===== config.mk =====
export PLATFORM = sky130hd
export DESIGN_NAME = instr_encoder
export DESIGN_NICKNAME = d
export VERILOG_FILES = /design/src/rtl/instr_encoder.sv
export SDC_FILE = /design/constraint.sdc
export NUM_CORES = 1
export LEC_CHECK = 0
export ABC_AREA = 1
export CORE_ASPECT_RATIO = 2
export CORE_MARGIN = 5
export CORE_UTILIZATION = 50
export DETAILED_ROUTE_END_ITERATION = 10
export GPL_TIMING_DRIVEN = 0
export PLACE_DENSITY = 0.89
export SLEW_MARGIN = 20
export SYNTH_ARGS = -nofsm -noshare
export SYNTH_HDL_FRONTEND = slang
export SYNTH_SLANG_ARGS = --single-unit

===== constraint.sdc =====
create_clock -name CLK -period 4.09 [get_ports CLK]
set_clock_uncertainty 0.1 [all_clocks]
set_input_delay 0.6135 -clock CLK [delete_from_list [all_inputs] [get_ports CLK]]
set_output_delay 0.6135 -clock CLK [all_outputs]
set_load 0.005 [all_outputs]

===== src/rtl/instr_encoder.sv =====
// RV32I instruction word encoder with a one-deep output register and LI pseudo-op expansion.
// Optional macro ENC_RANGE_CHECK_EN flags immediates that do not fit their format.
module instr_encoder #(
    parameter int unsigned LI_OPT = 1
) (
    input  logic        CLK,
    input  logic        RST,
    input  logic        IN_VALID,
    output logic        IN_READY,
    input  logic [2:0]  FMT,
    input  logic [6:0]  OPCODE,
    input  logic [4:0]  RD,
    input  logic [4:0]  RS1,
    input  logic [4:0]  RS2,
    input  logic [2:0]  FUNCT3,
    input  logic [6:0]  FUNCT7,
    input  logic [31:0] IMM,
    output logic        OUT_VALID,
    input  logic        OUT_READY,
    output logic [31:0] OUT_INSTR,
    output logic        OUT_ERR
);

    localparam logic [6:0]  OP_LUI  = 7'b0110111;
    localparam logic [6:0]  OP_ADDI = 7'b0010011;
    localparam logic [31:0] NOP     = 32'h0000_0013;

    typedef enum logic [1:0] {IDLE, FULL, LI_HI} state_t;

    state_t      state;
    logic [31:0] instr_q;
    logic [31:0] addi_q;
    logic        err_q;

    logic [19:0] li_hi;
    logic [31:0] enc_word;
    logic [31:0] enc_addi;
    logic        enc_err;
    logic        enc_two;

    // Rounded upper part so that LUI + sign-extended ADDI reconstructs IMM.
    assign li_hi = IMM[31:12] + 20'(IMM[11]);

    // Encode the current request; LI yields a first word and an optional pending ADDI.
    always_comb begin
        enc_word = NOP;
        enc_addi = {IMM[11:0], RD, 3'b000, RD, OP_ADDI};
        enc_err  = 1'b0;
        enc_two  = 1'b0;
        case (FMT)
            3'd0: enc_word = {FUNCT7, RS2, RS1, FUNCT3, RD, OPCODE};
            3'd1: enc_word = {IMM[11:0], RS1, FUNCT3, RD, OPCODE};
            3'd2: enc_word = {IMM[11:5], RS2, RS1, FUNCT3, IMM[4:0], OPCODE};
            3'd3: enc_word = {IMM[12], IMM[10:5], RS2, RS1, FUNCT3, IMM[4:1], IMM[11], OPCODE};
            3'd4: enc_word = {IMM[31:12], RD, OPCODE};
            3'd5: enc_word = {IMM[20], IMM[10:1], IMM[11], IMM[19:12], RD, OPCODE};
            3'd6: begin
                if ((LI_OPT != 0) && (li_hi == 20'd0)) begin
                    enc_word = {IMM[11:0], 5'd0, 3'b000, RD, OP_ADDI};
                end else begin
                    enc_word = {li_hi, RD, OP_LUI};
                    enc_two  = 1'b1;
                end
            end
            default: begin
                enc_word = NOP;
                enc_err  = 1'b1;
            end
        endcase
`ifdef ENC_RANGE_CHECK_EN
        case (FMT)
            3'd1, 3'd2: enc_err = (IMM != {{20{IMM[11]}}, IMM[11:0]});
            3'd3:       enc_err = (IMM != {{19{IMM[12]}}, IMM[12:0]}) || IMM[0];
            3'd4:       enc_err = (IMM[11:0] != 12'd0);
            3'd5:       enc_err = (IMM != {{11{IMM[20]}}, IMM[20:0]}) || IMM[0];
            default:    ;
        endcase
`endif
    end

    assign IN_READY  = (state == IDLE) | ((state == FULL) & OUT_READY);
    assign OUT_VALID = (state != IDLE);
    assign OUT_INSTR = instr_q;
    assign OUT_ERR   = err_q;

    // Output register and handshake FSM; reset wins over any handshake.
    always_ff @(posedge CLK) begin
        if (RST) begin
            state   <= IDLE;
            instr_q <= 32'd0;
            addi_q  <= 32'd0;
            err_q   <= 1'b0;
        end else begin
            case (state)
                IDLE: begin
                    if (IN_VALID) begin
                        instr_q <= enc_word;
                        err_q   <= enc_err;
                        addi_q  <= enc_addi;
                        state   <= enc_two ? LI_HI : FULL;
                    end
                end
                FULL: begin
                    if (OUT_READY) begin
                        if (IN_VALID) begin
                            instr_q <= enc_word;
                            err_q   <= enc_err;
                            addi_q  <= enc_addi;
                            state   <= enc_two ? LI_HI : FULL;
                        end else begin
                            state <= IDLE;
                        end
                    end
                end
                LI_HI: begin
                    if (OUT_READY) begin
                        instr_q <= addi_q;
                        err_q   <= 1'b0;
                        state   <= FULL;
                    end
                end
                default: state <= IDLE;
            endcase
        end
    end

endmodule


==> reports/qor.txt, run 1 <==
Mean post-synth cell area = 6.18 um2
PwrDens = 291 mW/mm2
R2R setup slack = 1.75 ns
Clock slew at reported path FFs = 0.07 ns
Synth Instances = 561
H-Tree Depth = 2
Net Count, Synth = 634
R2R Path Start = state[1]$_SDFFE_PP0P_
Post-DR wirelength/cell = 15.2 um
Routed vias = 4251
Longest Clk Path Bufs = 2
CTS tree = yes
Vias per inst = 5.56
Detail Route Antenna Nets = 0
CP Launch Point = IMM[11]
Ant diodes = 0
Sequential Area = 0.00106 mm2
Mapped Area = 0.00347 mm2
Period utilisation layout = 0.766
Max Cap Viol = 0
Crit path DAT = 3.18 ns
Ratio of cells with drive above 1 in the final layout = 0.0608
Final instance area = 0.00478 mm2
Most used flip-flop cell after synthesis = dfxtp_1
1st-iter DRT viols = 404
Worst setup SP type = primary input
Minimum clock period = 3.13 ns
TNS Setup = 0 ns
Layout fillers = 628
Multi-input logic area = 0.00204 mm2
DP Wirelength = 9.33 mm
Relative slew margins = 0.351
Routed Wire Length = 11.6 mm
Starting density of the core = 0.508
Die Span Y = 128 um
Area grow syn2layout = 37.8%
Hold slack = 0.349 ns
Met1 WL = 4.50 mm
Register share of total power = 0.419
Worst-margin pin slew = 0.966 ns
Yosys reg bits = 53
CTS Buf Count = 5
First-pass GRT wire length = 18.5 mm
# port buffers = 105
Leak = 2.04 nW
CTS Sinks = 53
Yosys Warn Count = 0
Worst-skew pair later-pin latency = 0.30 ns
Metal3 WL = 940 um
Max FO, Critical Path = 10
# DRC = 0
Clock network fraction of total power = 0.308
Postcts setup bufs = 0
Post-Place Cells = 756
Hold crit path type = register to register
Synth cell types = 30
Internal Pwr Total = 971 uW
Top layer used by detailed routing = met4
Chip width = 68.9 um
Critical Path Sink Type = register
Max Slew Vio Count = 0
Switching share of power = 0.301
Vias in the first global route = 4116
DP Worst Slack = 0.699 ns
Largest net degree at the start of global routing = 18
Initial antenna violation count = 0
Die area = 0.00881 mm2
Gp weighted congestion = 0.953
Ys async rst share = 0
Total track usage = 0.269
Final setup vio count = 0
Post-route insts no fill = 764
Max VDD drop = 331 uV
RSZ-0062 raised after global routing = false
Crit Path Class = primary input to register
Final hold violation count = 0
Num ports = 106
Initial DRT Pass Iterations = 5
Fin nets = 746
Post-synth EDFFs = 0
FP Rows = 43
Post-layout util = 0.700
Worst endpoint required time = 4.14 ns
Post_cts resized = 0
Worst r2r path cells = 7
Worst Hold Depth = 2
Seq/Total Area, Yosys = 0.306
Final Worst Setup Slack = 0.959 ns
Remaining Overflow, GRT = 0
Status = completed
Placed Area = 0.00463 mm2
Hold Buf Count CTS = 0
WL met2 = 5.69 mm
Core footprint = 0.00683 mm2
Tot Pwr = 1.39 mW
Maximum clock rate = 319 MHz
NetSw = 418 uW
Logic pwr share = 0.274
CTS Root Cell = clkbuf_16
Hold Crit Start = addi_q[28]$_SDFFE_PP0P_
cells in the final DEF, fill, tap and decap left out, types with 2 or more instances in the layout:
cell,synthesis,routed
a21oi_1,47,47
o21ai_1,2,2
nor2_4,4,4
a221oi_1,11,11
dfxtp_1,53,53
nand3_1,34,34
nand2_2,3,3
buf_2,7,7
nand2_1,149,149
ha_1,2,2
nand3_2,2,2
xor2_1,5,5
o21ai_0,59,59
clkbuf_1,15,15
o211ai_1,4,4
nor2_2,5,5
buf_1,2,2
nand4_1,18,18
o22ai_1,6,6
a21oi_2,10,10
nor3_1,4,4
a31oi_1,2,2
clkbuf_16,0,5
inv_1,67,67
nor2_1,44,44
clkdlybuf4s50_1,0,105
final timing paths:
kind | to
min reg2reg | addi_q[28]$_SDFFE_PP0P_
min | addi_q[28]$_SDFFE_PP0P_
max | OUT_INSTR[23]$_SDFFE_PP0P_
max reg2reg | OUT_INSTR[23]$_SDFFE_PP0P_
power groups by stage:
stage / Combinational, mW / Clock (mW) / Sequential [mW]
floorplan: 0.177 / 0 / 0.592
global placement: 0.367 / 0 / 0.591
detailed placement: 0.373 / 0 / 0.592
CTS: 0.377 / 0.421 / 0.581
global route: 0.415 / 0.443 / 0.586
finish: 0.380 / 0.428 / 0.581
critical path: stages:
cell	delay [ns]
clkdlybuf4s50_1	0.53
ha_1	0.26
ha_1	0.23
nand3_2	0.14
nor2_2	0.19
nand3_1	0.09
nand2_1	0.07
nand2_1	0.08
nor2_1	0.11
nand2_1	0.09
nor2_4	0.13
buf_2	0.23
nand4_1	0.11
nand3_1	0.10
nand2_1	0.05
nand2_1	0.08
a21oi_2	0.05
final cells by class:
cell class                      instances  area share
Tap cell                               90      0.0236
Multi-Input combinational cell        414       0.427
Inverter                               69      0.0542
Buffer                                 25      0.0230
Clock buffer                            5      0.0262
Sequential cell                        53       0.222
Timing Repair Buffer                  105       0.220
Clock inverter                          3     0.00445
registers in the layout, summed over array words and instances, names as in the netlist:
signal	count
OUT_INSTR	32
addi_q	18
state	2
OUT_ERR	1
metal layers:
| layer | global-route usage | vias to the layer above |
|---|---|---|
| met4 | 0.128 | 0 |
| met1 | 0.311 | 1905 |
| li1 | - | 2089 |
| met2 | 0.459 | 220 |
| met5 | 0 | - |
| met3 | 0.0509 | 37 |
cells by family after synthesis:
| family | count (synthesis) | synth area share |
|---|---|---|
| buffers and inverters | 94 | 0.106 |
| AND/OR/NAND/NOR | 263 | 0.329 |
| XOR/XNOR | 5 | 0.0126 |
| flip-flops | 53 | 0.306 |
| AO/OA/AOI/OAI | 144 | 0.239 |
| adder cells (fa/ha/maj) | 2 | 0.00721 |
synth_stat cells (2+ instances only):
cell	number	area, um2
clkbuf_1	15	56.3
buf_2	7	35.0
inv_1	67	251
o21ai_1	2	10.0
nand3_2	2	20.0
a221oi_1	11	96.3
nand2_1	149	559
nand2_2	3	18.8
o22ai_1	6	37.5
buf_1	2	7.51
a31oi_1	2	12.5
nor2_4	4	45.0
nor2_1	44	165
nand3_1	34	170
ha_1	2	25.0
nand4_1	18	113
xor2_1	5	43.8
o21ai_0	59	295
o211ai_1	4	30.0
a21oi_2	10	87.6
dfxtp_1	53	1060
a21oi_1	47	235
nor3_1	4	20.0
nor2_2	5	31.3
Note: power is estimated with default switching activity, not from simulation.
==> run 2: changes to the inputs <==
--- a/config.mk
+++ b/config.mk
@@ -8,10 +8,10 @@
 export ABC_AREA = 1
 export CORE_ASPECT_RATIO = 2
 export CORE_MARGIN = 5
-export CORE_UTILIZATION = 50
+export CORE_UTILIZATION = 43
 export DETAILED_ROUTE_END_ITERATION = 10
 export GPL_TIMING_DRIVEN = 0
-export PLACE_DENSITY = 0.89
+export PLACE_DENSITY = 0.81
 export SLEW_MARGIN = 20
 export SYNTH_ARGS = -nofsm -noshare
 export SYNTH_HDL_FRONTEND = slang
==> constraint.sdc (replaced) <==
create_clock -name CLK -period 2.5 [get_ports CLK]
set_clock_uncertainty 0.1 [all_clocks]
set_input_delay 0.375 -clock CLK [delete_from_list [all_inputs] [get_ports CLK]]
set_output_delay 0.375 -clock CLK [all_outputs]
set_load 0.005 [all_outputs]
==> reports/qor.txt, run 2 (synthesis gave the netlist of run 1 again) <==
Status = completed (unchanged)
WL met2 = 7.21 mm (was 5.69 mm)
Minimum clock period = 2.31 ns
Relative slew margins = 0.375 (was 0.351)
RR Endpoint = OUT_INSTR[29]$_SDFFE_PP0P_ (was OUT_INSTR[23]$_SDFFE_PP0P_)
Final instance area = 0.00498 mm2 (was 0.00478 mm2)
Placed Area = 0.00464 mm2 (was 0.00463 mm2)
Hold slack = 0.356 ns (was 0.349 ns)
Routed Wire Length = 12.9 mm (was 11.6 mm)
Top cell family by delay on the critical path = simple AND/OR/NAND/NOR gates (unchanged)
Hold Buf Count CTS = 0 (unchanged)
Worst r2r path cells = 7 (unchanged)
TNS Setup = 0 ns (unchanged)
Crit Path Class = primary input to register (unchanged)
Final hold violation count = 0 (unchanged)
Starting density of the core = 0.440 (was 0.508)
H-Tree Depth = 2 (unchanged)
Max Slew Vio Count = 0 (unchanged)
R2R setup slack = 0.38 ns (was 1.75 ns)
Vias in the first global route = 4194 (was 4116)
Bufs and invs on worst path = 3 (was 2)
Worst endpoint required time = 2.55 ns (was 4.14 ns)
Ant diodes = 0 (unchanged)
Most frequent cells in the layout = nand2_1 (141), clkdlybuf4s50_1 (87), inv_1 (67) (was nand2_1 (149), clkdlybuf4s50_1 (105), inv_1 (67))
Chip width = 73.5 um (was 68.9 um)
Instance count on the critical path = 16 (was 17)
Max VDD drop = 329 uV (was 331 uV)
CTS tree = yes (unchanged)
Worst path most repeated cell = nand2_1 (unchanged)
Max Cap Viol = 0 (unchanged)
Crit path DAT = 2.36 ns (was 3.18 ns)
Crit path to = OUT_INSTR[31]$_SDFFE_PP0P_ (was OUT_INSTR[23]$_SDFFE_PP0P_)
Final setup vio count = 0 (unchanged)
Core footprint = 0.00789 mm2 (was 0.00683 mm2)
Critical Path Sink Type = register (unchanged)
Die area = 0.0101 mm2 (was 0.00881 mm2)
CTS Sinks = 53 (unchanged)
Worst setup SP type = primary input (unchanged)
Metal3 WL = 572 um (was 940 um)
Met1 WL = 4.47 mm (was 4.50 mm)
Final Worst Setup Slack = 0.185 ns (was 0.959 ns)
# DRC = 0 (unchanged)
Worst-skew pair later-pin latency = 0.29 ns (was 0.30 ns)
DP Worst Slack = -0.875 ns (was 0.699 ns)
Num ports = 106 (unchanged)
Initial DRT Pass Iterations = 5 (unchanged)
1st-iter DRT viols = 370 (was 404)
Gp weighted congestion = 0.951 (was 0.953)
R2R Path Start = state[1]$_SDFFE_PP0P_ (unchanged)
Ratio of cells with drive above 1 in the final layout = 0.106 (was 0.0608)
Longest Clk Path Bufs = 2 (unchanged)
Max reg flops = 32 (unchanged)
Leak = 2.20 nW (was 2.04 nW)
Area grow syn2layout = 43.5% (was 37.8%)
Tot Pwr = 2.39 mW (was 1.39 mW)
Vias per inst = 5.46 (was 5.56)
Total track usage = 0.258 (was 0.269)
Initial antenna violation count = 0 (unchanged)
Commonest non-fill, non-tap cell in the layout = nand2_1 (unchanged)
PwrDens = 480 mW/mm2 (was 291 mW/mm2)
CTS Buf Count = 5 (unchanged)
Max FO, Critical Path = 10 (unchanged)
Detail Route Antenna Nets = 0 (unchanged)
Fin nets = 749 (was 746)
Top layer used by detailed routing = met4 (unchanged)
CP Launch Point = IMM[11] (unchanged)
DP Wirelength = 10.6 mm (was 9.33 mm)
Post-DR wirelength/cell = 16.7 um (was 15.2 um)
Remaining Overflow, GRT = 0 (unchanged)
Routed vias = 4223 (was 4251)
FP Rows = 46 (was 43)
Slowest CP cell = buf_2 (was clkdlybuf4s50_1)
Clock slew at reported path FFs = 0.07 ns (about the same)
Max stage delay on crit path = 0.26 ns (was 0.53 ns)
First-pass GRT wire length = 20.3 mm (was 18.5 mm)
Maximum clock rate = 432 MHz
Worst-margin pin slew = 0.930 ns (was 0.966 ns)
Period utilisation layout = 0.926
Largest net degree at the start of global routing = 17 (was 18)
Hold crit path type = register to register (unchanged)
CP Cell Sequence = clkbuf_2 > ha_4 > ha_4 > nand3_4 > nor2_4 > buf_4 > xor2_1 > nor2_1 > nand2_1 > nor2_2 > buf_2 > nand4_1 > nand3_1 > nand2_1 > nand2_1 > a21oi_1 (was clkdlybuf4s50_1 > ha_1 > ha_1 > nand3_2 > nor2_2 > nand3_1 > nand2_1 > nand2_1 > nor2_1 > nand2_1 > nor2_4 > buf_2 > nand4_1 > nand3_1 > nand2_1 > nand2_1 > a21oi_2)
# port buffers = 105 (unchanged)
CTS Root Cell = clkbuf_16 (unchanged)
Die Span Y = 137 um (was 128 um)
run 2: cell count changes in the layout (fill, tap and decap cells not counted), sizes merged, moves of 3 or more:
cell           previous run  this run
buf                      10        13
clkdlybuf4s50           105        87
dlymetal6s2s              0        13
clkbuf                   20        25
run 2: worst min-delay path by stage:
stage,start,to,cells after the start
2_1_floorplan,addi_q[21]$_SDFFE_PP0P_,addi_q[21]$_SDFFE_PP0P_,2
3_3_place_gp,addi_q[24]$_SDFFE_PP0P_,addi_q[24]$_SDFFE_PP0P_,2
3_5_place_dp,addi_q[23]$_SDFFE_PP0P_,addi_q[23]$_SDFFE_PP0P_,2
4_1_cts,addi_q[23]$_SDFFE_PP0P_,addi_q[23]$_SDFFE_PP0P_,2
5_1_grt,addi_q[26]$_SDFFE_PP0P_,addi_q[26]$_SDFFE_PP0P_,2
6_report,addi_q[23]$_SDFFE_PP0P_,addi_q[23]$_SDFFE_PP0P_,2
run 2: final cells by class:
class                      count  area, um2
sequential                    53       1060
inverter                      69        263
clock buffer                   6        129
multi-input combinational    414       2160
tap                           96        120
buffer                        25        120
timing repair buffer         108       1090
clock inverter                 2       38.8
fill                         761       2910
run 2: worst register-to-register path, cell delays in order (launching register included):
cell      delay (ns)
dfxtp_1         0.33
inv_1           0.09
nor2_1          0.10
clkbuf_1        0.28
nor3_2          0.60
buf_2           0.32
nand2_1         0.10
a21oi_2         0.13
run 2: power breakdown:
group          internal (mW)  total (mW)  switching (mW)
clock                  0.475       0.789           0.314
combinational          0.302       0.646           0.344
sequential             0.918       0.954          0.0360
total                   1.70        2.39           0.694
run 2: timing repair:
| item | 4_1_cts | 5_1_grt |
|---|---|---|
| buffers inserted | 2 | 1 |
| endpoints found under the setup margin | 16 | 26 |
| cloned | 0 | 0 |
| gates resized for setup | 25 | 47 |
| pin swaps | 2 | 4 |
run 2: metrics by stage:
| step | cells | util |
|---|---|---|
| 6_report | 773 | 0.631 |
| 5_1_grt | 773 | 0.631 |
| 4_1_cts | 772 | 0.622 |
| 3_5_place_dp | 762 | 0.589 |
| 3_3_place_gp | 762 | 0.589 |
| 2_1_floorplan | 561 | - |
run 2: layer usage:
metal,vias to the layer above,GRT usage
li1,2087,-
met1,1930,0.258
met2,159,0.508
met3,47,0.0162
met4,0,0.129
met5,-,0
